===== config.mk =====
export PLATFORM = sky130hd
export DESIGN_NAME = ervp_fifo_burst_reader_flat
export DESIGN_NICKNAME = d
export VERILOG_FILES = /design/src/rtl/ervp_fifo_burst_reader_if.sv /design/src/rtl/ervp_fifo_burst_reader.sv /design/src/flat_wrapper.sv
export SDC_FILE = /design/constraint.sdc
export NUM_CORES = 1
export LEC_CHECK = 0
export CAP_MARGIN = 20
export CELL_PAD_IN_SITES_DETAIL_PLACEMENT = 0
export CELL_PAD_IN_SITES_GLOBAL_PLACEMENT = 1
export CORE_UTILIZATION = 41
export CTS_CLUSTER_DIAMETER = 80
export DETAILED_ROUTE_END_ITERATION = 12
export PLACE_DENSITY = 0.91
export SYNTH_ARGS = -nofsm -noshare
export SYNTH_HDL_FRONTEND = slang
export SYNTH_SLANG_ARGS = --single-unit

===== constraint.sdc =====
create_clock -name clk -period 3.43 [get_ports clk]
set_clock_uncertainty 0.1 [all_clocks]
set_input_delay 1.029 -clock clk [delete_from_list [all_inputs] [get_ports clk]]
set_output_delay 1.029 -clock clk [all_outputs]
set_load 0.1 [all_outputs]

===== src/rtl/ervp_fifo_burst_reader_if.sv =====
// Signal bundle between the burst reader, its FIFO read port and the downstream stream consumer.
// The master modport is the burst reader's view; the slave modport is the FIFO/consumer side.
interface ervp_fifo_burst_reader_if #(
  parameter int BW_DATA = 32
);
  logic               fifo_rready;
  logic               fifo_rrequest;
  logic [BW_DATA-1:0] fifo_rdata;
  logic               ovalid;
  logic               oready;
  logic [BW_DATA-1:0] odata;
  logic               olast;

  modport master (
    input  fifo_rready,
    input  fifo_rdata,
    input  oready,
    output fifo_rrequest,
    output ovalid,
    output odata,
    output olast
  );

  modport slave (
    output fifo_rready,
    output fifo_rdata,
    output oready,
    input  fifo_rrequest,
    input  ovalid,
    input  odata,
    input  olast
  );
endinterface


===== src/rtl/ervp_fifo_burst_reader.sv =====
// Drains a framed burst from a show-ahead FIFO into a registered valid/ready stream.
// A 2-entry skid buffer keeps oready out of the fifo_rrequest path.
module ervp_fifo_burst_reader #(
  parameter int BW_DATA = 32,
  parameter int BW_LEN  = 8
) (
  input  logic              clk,
  input  logic              rstnn,
  input  logic              enable,
  input  logic              clear,
  input  logic              start,
  input  logic [BW_LEN-1:0] burst_len,
  output logic              busy,
  output logic              done,
  ervp_fifo_burst_reader_if.master bus
);

  localparam logic [1:0] ST_IDLE  = 2'd0;
  localparam logic [1:0] ST_BURST = 2'd1;
  localparam logic [1:0] ST_DONE  = 2'd2;

  logic [1:0]         state_q, state_d;
  logic [BW_LEN-1:0]  fetch_remain_q, fetch_remain_d;
  logic [BW_LEN-1:0]  out_remain_q, out_remain_d;
  logic [1:0]         count_q, count_d;
  logic [BW_DATA-1:0] buf0_q, buf0_d;
  logic [BW_DATA-1:0] buf1_q, buf1_d;
  logic               fetch;
  logic               pop;

  // Fetch looks only at the registered count, so a same-cycle pop never enables a third fetch.
  assign fetch = enable & ~clear & (state_q == ST_BURST) & bus.fifo_rready
               & (fetch_remain_q != '0) & (count_q < 2'd2);
  assign pop   = enable & ~clear & (count_q != 2'd0) & bus.oready;

  always_comb begin
    state_d        = state_q;
    fetch_remain_d = fetch_remain_q;
    out_remain_d   = out_remain_q;
    count_d        = count_q;
    buf0_d         = buf0_q;
    buf1_d         = buf1_q;
    if (clear) begin
      state_d        = ST_IDLE;
      fetch_remain_d = '0;
      out_remain_d   = '0;
      count_d        = 2'd0;
      buf0_d         = '0;
      buf1_d         = '0;
    end else if (enable) begin
      case (state_q)
        ST_IDLE: begin
          if (start) begin
            if (burst_len != '0) begin
              state_d        = ST_BURST;
              fetch_remain_d = burst_len;
              out_remain_d   = burst_len;
            end else begin
              state_d = ST_DONE;
            end
          end
        end
        ST_BURST: begin
          if (pop && (out_remain_q == BW_LEN'(1))) state_d = ST_DONE;
        end
        ST_DONE: state_d = ST_IDLE;
        default: state_d = ST_IDLE;
      endcase
      if (fetch) fetch_remain_d = fetch_remain_q - BW_LEN'(1);
      if (pop)   out_remain_d   = out_remain_q - BW_LEN'(1);
      // buf0 is always the head; a pop shifts buf1 forward before the new word lands behind it.
      case ({fetch, pop})
        2'b10: begin
          if (count_q == 2'd0) buf0_d = bus.fifo_rdata;
          else                 buf1_d = bus.fifo_rdata;
          count_d = count_q + 2'd1;
        end
        2'b01: begin
          buf0_d  = buf1_q;
          count_d = count_q - 2'd1;
        end
        2'b11: begin
          if (count_q == 2'd1) begin
            buf0_d = bus.fifo_rdata;
          end else begin
            buf0_d = buf1_q;
            buf1_d = bus.fifo_rdata;
          end
        end
        default: ;
      endcase
    end
  end

  always_ff @(posedge clk or negedge rstnn) begin
    if (!rstnn) begin
      state_q        <= ST_IDLE;
      fetch_remain_q <= '0;
      out_remain_q   <= '0;
      count_q        <= 2'd0;
      buf0_q         <= '0;
      buf1_q         <= '0;
    end else begin
      state_q        <= state_d;
      fetch_remain_q <= fetch_remain_d;
      out_remain_q   <= out_remain_d;
      count_q        <= count_d;
      buf0_q         <= buf0_d;
      buf1_q         <= buf1_d;
    end
  end

  assign busy              = (state_q == ST_BURST);
  assign done              = (state_q == ST_DONE);
  assign bus.fifo_rrequest = fetch;
  assign bus.ovalid        = (count_q != 2'd0);
  assign bus.odata         = buf0_q;
  assign bus.olast         = (count_q != 2'd0) & (out_remain_q == BW_LEN'(1));

endmodule


===== src/flat_wrapper.sv =====
// flat-port wrapper written by rule: the top's interface ports become plain ports
module ervp_fifo_burst_reader_flat 
#(
  parameter int BW_DATA = 32,
  parameter int BW_LEN  = 8
)
  (clk, rstnn, enable, clear, start, burst_len, busy, done, bus_fifo_rready, bus_fifo_rdata, bus_oready, bus_fifo_rrequest, bus_ovalid, bus_odata, bus_olast);
  ervp_fifo_burst_reader_if #(.BW_DATA(BW_DATA)) bus_i ();
  input  logic clk;
  input  logic rstnn;
  input  logic enable;
  input  logic clear;
  input  logic start;
  input  logic [BW_LEN-1:0] burst_len;
  output logic busy;
  output logic done;
  input wire logic [$bits(bus_i.fifo_rready)-1:0] bus_fifo_rready;
  input wire logic [$bits(bus_i.fifo_rdata)-1:0] bus_fifo_rdata;
  input wire logic [$bits(bus_i.oready)-1:0] bus_oready;
  output wire logic [$bits(bus_i.fifo_rrequest)-1:0] bus_fifo_rrequest;
  output wire logic [$bits(bus_i.ovalid)-1:0] bus_ovalid;
  output wire logic [$bits(bus_i.odata)-1:0] bus_odata;
  output wire logic [$bits(bus_i.olast)-1:0] bus_olast;
  assign bus_i.fifo_rready = bus_fifo_rready;
  assign bus_i.fifo_rdata = bus_fifo_rdata;
  assign bus_i.oready = bus_oready;
  assign bus_fifo_rrequest = bus_i.fifo_rrequest;
  assign bus_ovalid = bus_i.ovalid;
  assign bus_odata = bus_i.odata;
  assign bus_olast = bus_i.olast;
  ervp_fifo_burst_reader #(.BW_DATA(BW_DATA), .BW_LEN(BW_LEN)) u_core (.clk(clk), .rstnn(rstnn), .enable(enable), .clear(clear), .start(start), .burst_len(burst_len), .busy(busy), .done(done), .bus(bus_i));
endmodule

==> results.txt <==
----------------------------------------------------
[Routing]
  Length of routed met2 wiring ... 5510 um
  Vias/cell ... 6.05
  WL/cell ... 18.7 um
  Met3 wire len ... 823 um
  Router iterations before antenna repair ... 4
  DRC violations left ... 0
  WL met1 ... 5530 um
  Via count ... 3903
  Detailed Route Iter0 Violations ... 259
  Wirelength, routed ... 12100 um
  Max Used Layer ... met4
  Number of routed nets with antenna violations ... 0

[Layout]
  Area added between synthesis and finish ... 26.5%
  # nets final ... 557
  Final non-filler cell total ... 645
  Diodes inserted ... 0
  Design Area, Final ... 5570 um2
  Fraction of final layout cells with drive strength greater than 1 ... 0.193

[Clock network]
  Level count of the clock H-tree ... 3
  Clk_lat worst skew ... 360 ps
  TritonCTS Buffers ... 9
  CTS tree ... done
  Maximum number of buffers from clock root to sink ... 2
  Cell at the root of the clock tree ... sky130_fd_sc_hd__clkbuf_8
  Clock tree sinks ... 84
  Clk pin slew, worst setup/hold paths ... 90 ps
  Count of buffers added by post-CTS timing repair for setup ... 0

[Place]
  DP Cell Count ... 629
  Final weighted congestion of routability-driven global placement ... 0.866
  Worst slack at placement ... 81.7 ps
  Port buffer count ... 83
  HPWL after detailed placement ... 7770 um
  Area after detailed placement ... 5370 um2

[Logic synthesis]
  Async set or reset register ratio after synthesis ... 1.00
  Synthesized-area fraction occupied by ao, oa, aoi and oai cells ... 0.253
  Post-synthesis adder-cell area fraction ... 0.0171
  Cells after synthesis ... 424
  Most frequent cell after synthesis ... sky130_fd_sc_hd__dfrtp_1
  Number of flops mapped to enable cells by yosys ... 0
  Most numerous cell types in the synthesized netlist ... sky130_fd_sc_hd__dfrtp_1, sky130_fd_sc_hd__nand2_1, sky130_fd_sc_hd__nor2_1
  Mux contribution to synthesized area ... 0.00938
  Synth Area in Simple Gates ... 0.184
  Synthesis warning total ... 0
  Largest family of logic cells by synthesized area ... compound AO/OA/AOI/OAI gates
  Number of library cell types mapped by synthesis ... 71
  Mapped Area ... 4400 um2
  Count of state elements after synthesis ... 84
  Mapped Avg Cell Area ... 10.4 um2
  Synth top area share ... 0.478
  Largest cells by area after synthesis ... sky130_fd_sc_hd__dfrtp_1, sky130_fd_sc_hd__a221o_1, sky130_fd_sc_hd__a21bo_1
  Post-synthesis sequential area ratio ... 0.478
  Ys flop type ... sky130_fd_sc_hd__dfrtp_1
  Cell type with the highest aggregate area in the netlist ... sky130_fd_sc_hd__dfrtp_1
  Xor and xnor fraction of the mapped netlist area ... 0.00597
  Syn Nets ... 477

[Pwr]
  Cell area power density ... 434 nW/um2
  Worst vdd rail ir drop ... 280 uV
  PnR Total Power ... 2420 uW
  Static Leakage ... 0.00274 uW

[Floorplanning]
  Number of I/O pins ... 84
  Die boundary height ... 106 um
  Core outline area ... 10400 um2
  Initial core utilization ... 0.424
  FP Rows ... 37
  Die Area ... 11200 um2
  Die width ... 106 um

[Setup path]
  Top delay family on crit path ... buffers and inverters
  Critical register-to-register path startpoint ... u_core.fetch_remain_q[1]
  Length in cells of the worst reg-to-reg path ... 9
  Worst setup path category ... primary input to output port
  Element type at the critical path start ... primary input
  CP required ... 2300 ps
  Slowest stage delay, CP ... 480 ps
  Start point of the critical path ... enable
  Flop2flop setup slack ... 810 ps
  Series of cell instances along the critical path ... clkdlybuf4s50_1 -> nor2b_2 -> o211ai_4 -> inv_2 -> buf_12
  Cell with the largest stage delay on the worst path ... sky130_fd_sc_hd__clkdlybuf4s50_1
  Arrival time of data at the critical path endpoint ... 2140 ps
  Highest net fanout along the worst path ... 2
  Crit. End Element ... output port
  Buffers & Inverters on Critical Path ... 3
  Critical R2R Capture ... u_core.bus.odata[14]

[Hold path]
  Depth of the worst hold-timing path ... 1
  Worst-case hold path end point ... u_core.buf1_q[17]
  Hold Path Origin ... u_core.buf1_q[17]
  Worst min-delay path category ... register to register

[Global routing]
  Vias in the first global route ... 3861
  Largest net degree at the start of global routing ... 85
  All-Layer GR Usage ... 0.225
  Initial antenna violation count ... 0
  First-pass GRT wire length ... 20000 um
  Overflow left after global routing ... 0

[Timing]
  Final setup fails ... 0
  Final-report max-slew violation count ... 0
  Max frequency ... 0.306 GHz
  Worst Tran Pin Value ... 546 ps
  Final cycle utilization of the critical path ... 0.952
  Fin worst setup slack ... 163 ps
  Worst max-slew margin expressed relative to the limit ... 0.636
  Final-report hold violation count ... 0
  Total negative slack ... 0 ps
  Unrepaired setup endpoints after global routing ... false
  Tmin final ... 3270 ps

[Run status]
  Run status ... complete, no violations

[Flow run]
  Reported max-cap violation count ... 0

----------------------------------------------------
report_power, final:
group          switching, uW  total (uW)  internal [uW]
Sequential              38.3        1060           1020
Combinational            437         645            208
Clock                    356         712            356
Total                    830        2420           1590
layout make-up:
cell class	count	area (um2)
flip-flops and latches	84	2100
multi-input cells	295	2100
repair buffers	102	953
fillers	929	4800
clock buffers	12	145
well taps	136	170
clock inverters	4	48.8
inverters	12	45.0
placed cells by master (no fill, tap or decap), types with 5 or more instances in the layout:
master                            Yosys  layout
sky130_fd_sc_hd__buf_12               0       6
sky130_fd_sc_hd__clkbuf_8             0      10
sky130_fd_sc_hd__nand2_1             45      45
sky130_fd_sc_hd__inv_1               10      10
sky130_fd_sc_hd__or4_1                6       6
sky130_fd_sc_hd__nor2_1              40      40
sky130_fd_sc_hd__clkdlybuf4s50_1      0      45
sky130_fd_sc_hd__a21bo_1             20      20
sky130_fd_sc_hd__a21bo_2             12      12
sky130_fd_sc_hd__nand4_1             32      32
sky130_fd_sc_hd__ha_1                 6       6
sky130_fd_sc_hd__dfrtp_1             84      84
sky130_fd_sc_hd__buf_4                3      51
sky130_fd_sc_hd__nand3_1              5       5
sky130_fd_sc_hd__a21oi_1             10      10
sky130_fd_sc_hd__a221o_1             33      33
sky130_fd_sc_hd__o21ai_0              7       7
worst max-delay path by stage:
stage / depth (start not counted) / endpoint / slack (ps)
final: 5 / bus_fifo_rrequest / 160
after detailed placement: 5 / bus_fifo_rrequest / 80
after global placement: 5 / bus_fifo_rrequest / 70
after floorplan: 5 / bus_fifo_rrequest / 110
after global routing: 5 / bus_fifo_rrequest / 90
after CTS: 5 / bus_fifo_rrequest / 60
state kept, by name (all words and copies together) (netlist names):
| signal | count |
|---|---|
| u_core.buf1_q | 32 |
| u_core.bus.odata | 32 |
| u_core.fetch_remain_q | 8 |
| u_core.out_remain_q | 8 |
| u_core.count_q | 2 |
| u_core.state_q | 2 |
layer usage:
layer,GRT usage,vias to the layer above
li1,-,1770
met1,0.322,1964
met2,0.344,152
met3,0.0377,17
met4,0.0823,0
met5,0,-
stage by stage:
step,utilization,hold slack [ps]
floorplan,-,348
detailed placement,0.518,364
global route,0.537,407
finish,0.537,385
global placement,0.518,362
CTS,0.537,388
timing repair:
| action | 4_1_cts | 5_1_grt |
|---|---|---|
| endpoints found under the hold margin | 0 | 0 |
| hold buffers | 0 | 0 |
| endpoints found under the setup margin | 0 | 1 |
| gates resized for setup | 0 | 1 |
kinds of logic after synthesis:
| group | Yosys count |
|---|---|
| AO/OA/AOI/OAI | 124 |
| XOR/XNOR | 3 |
| adder cells (fa/ha/maj) | 6 |
| buffers and inverters | 45 |
| flip-flops | 84 |
| multiplexers | 4 |
| AND/OR/NAND/NOR | 158 |
(Power assumes the default switching activity.)
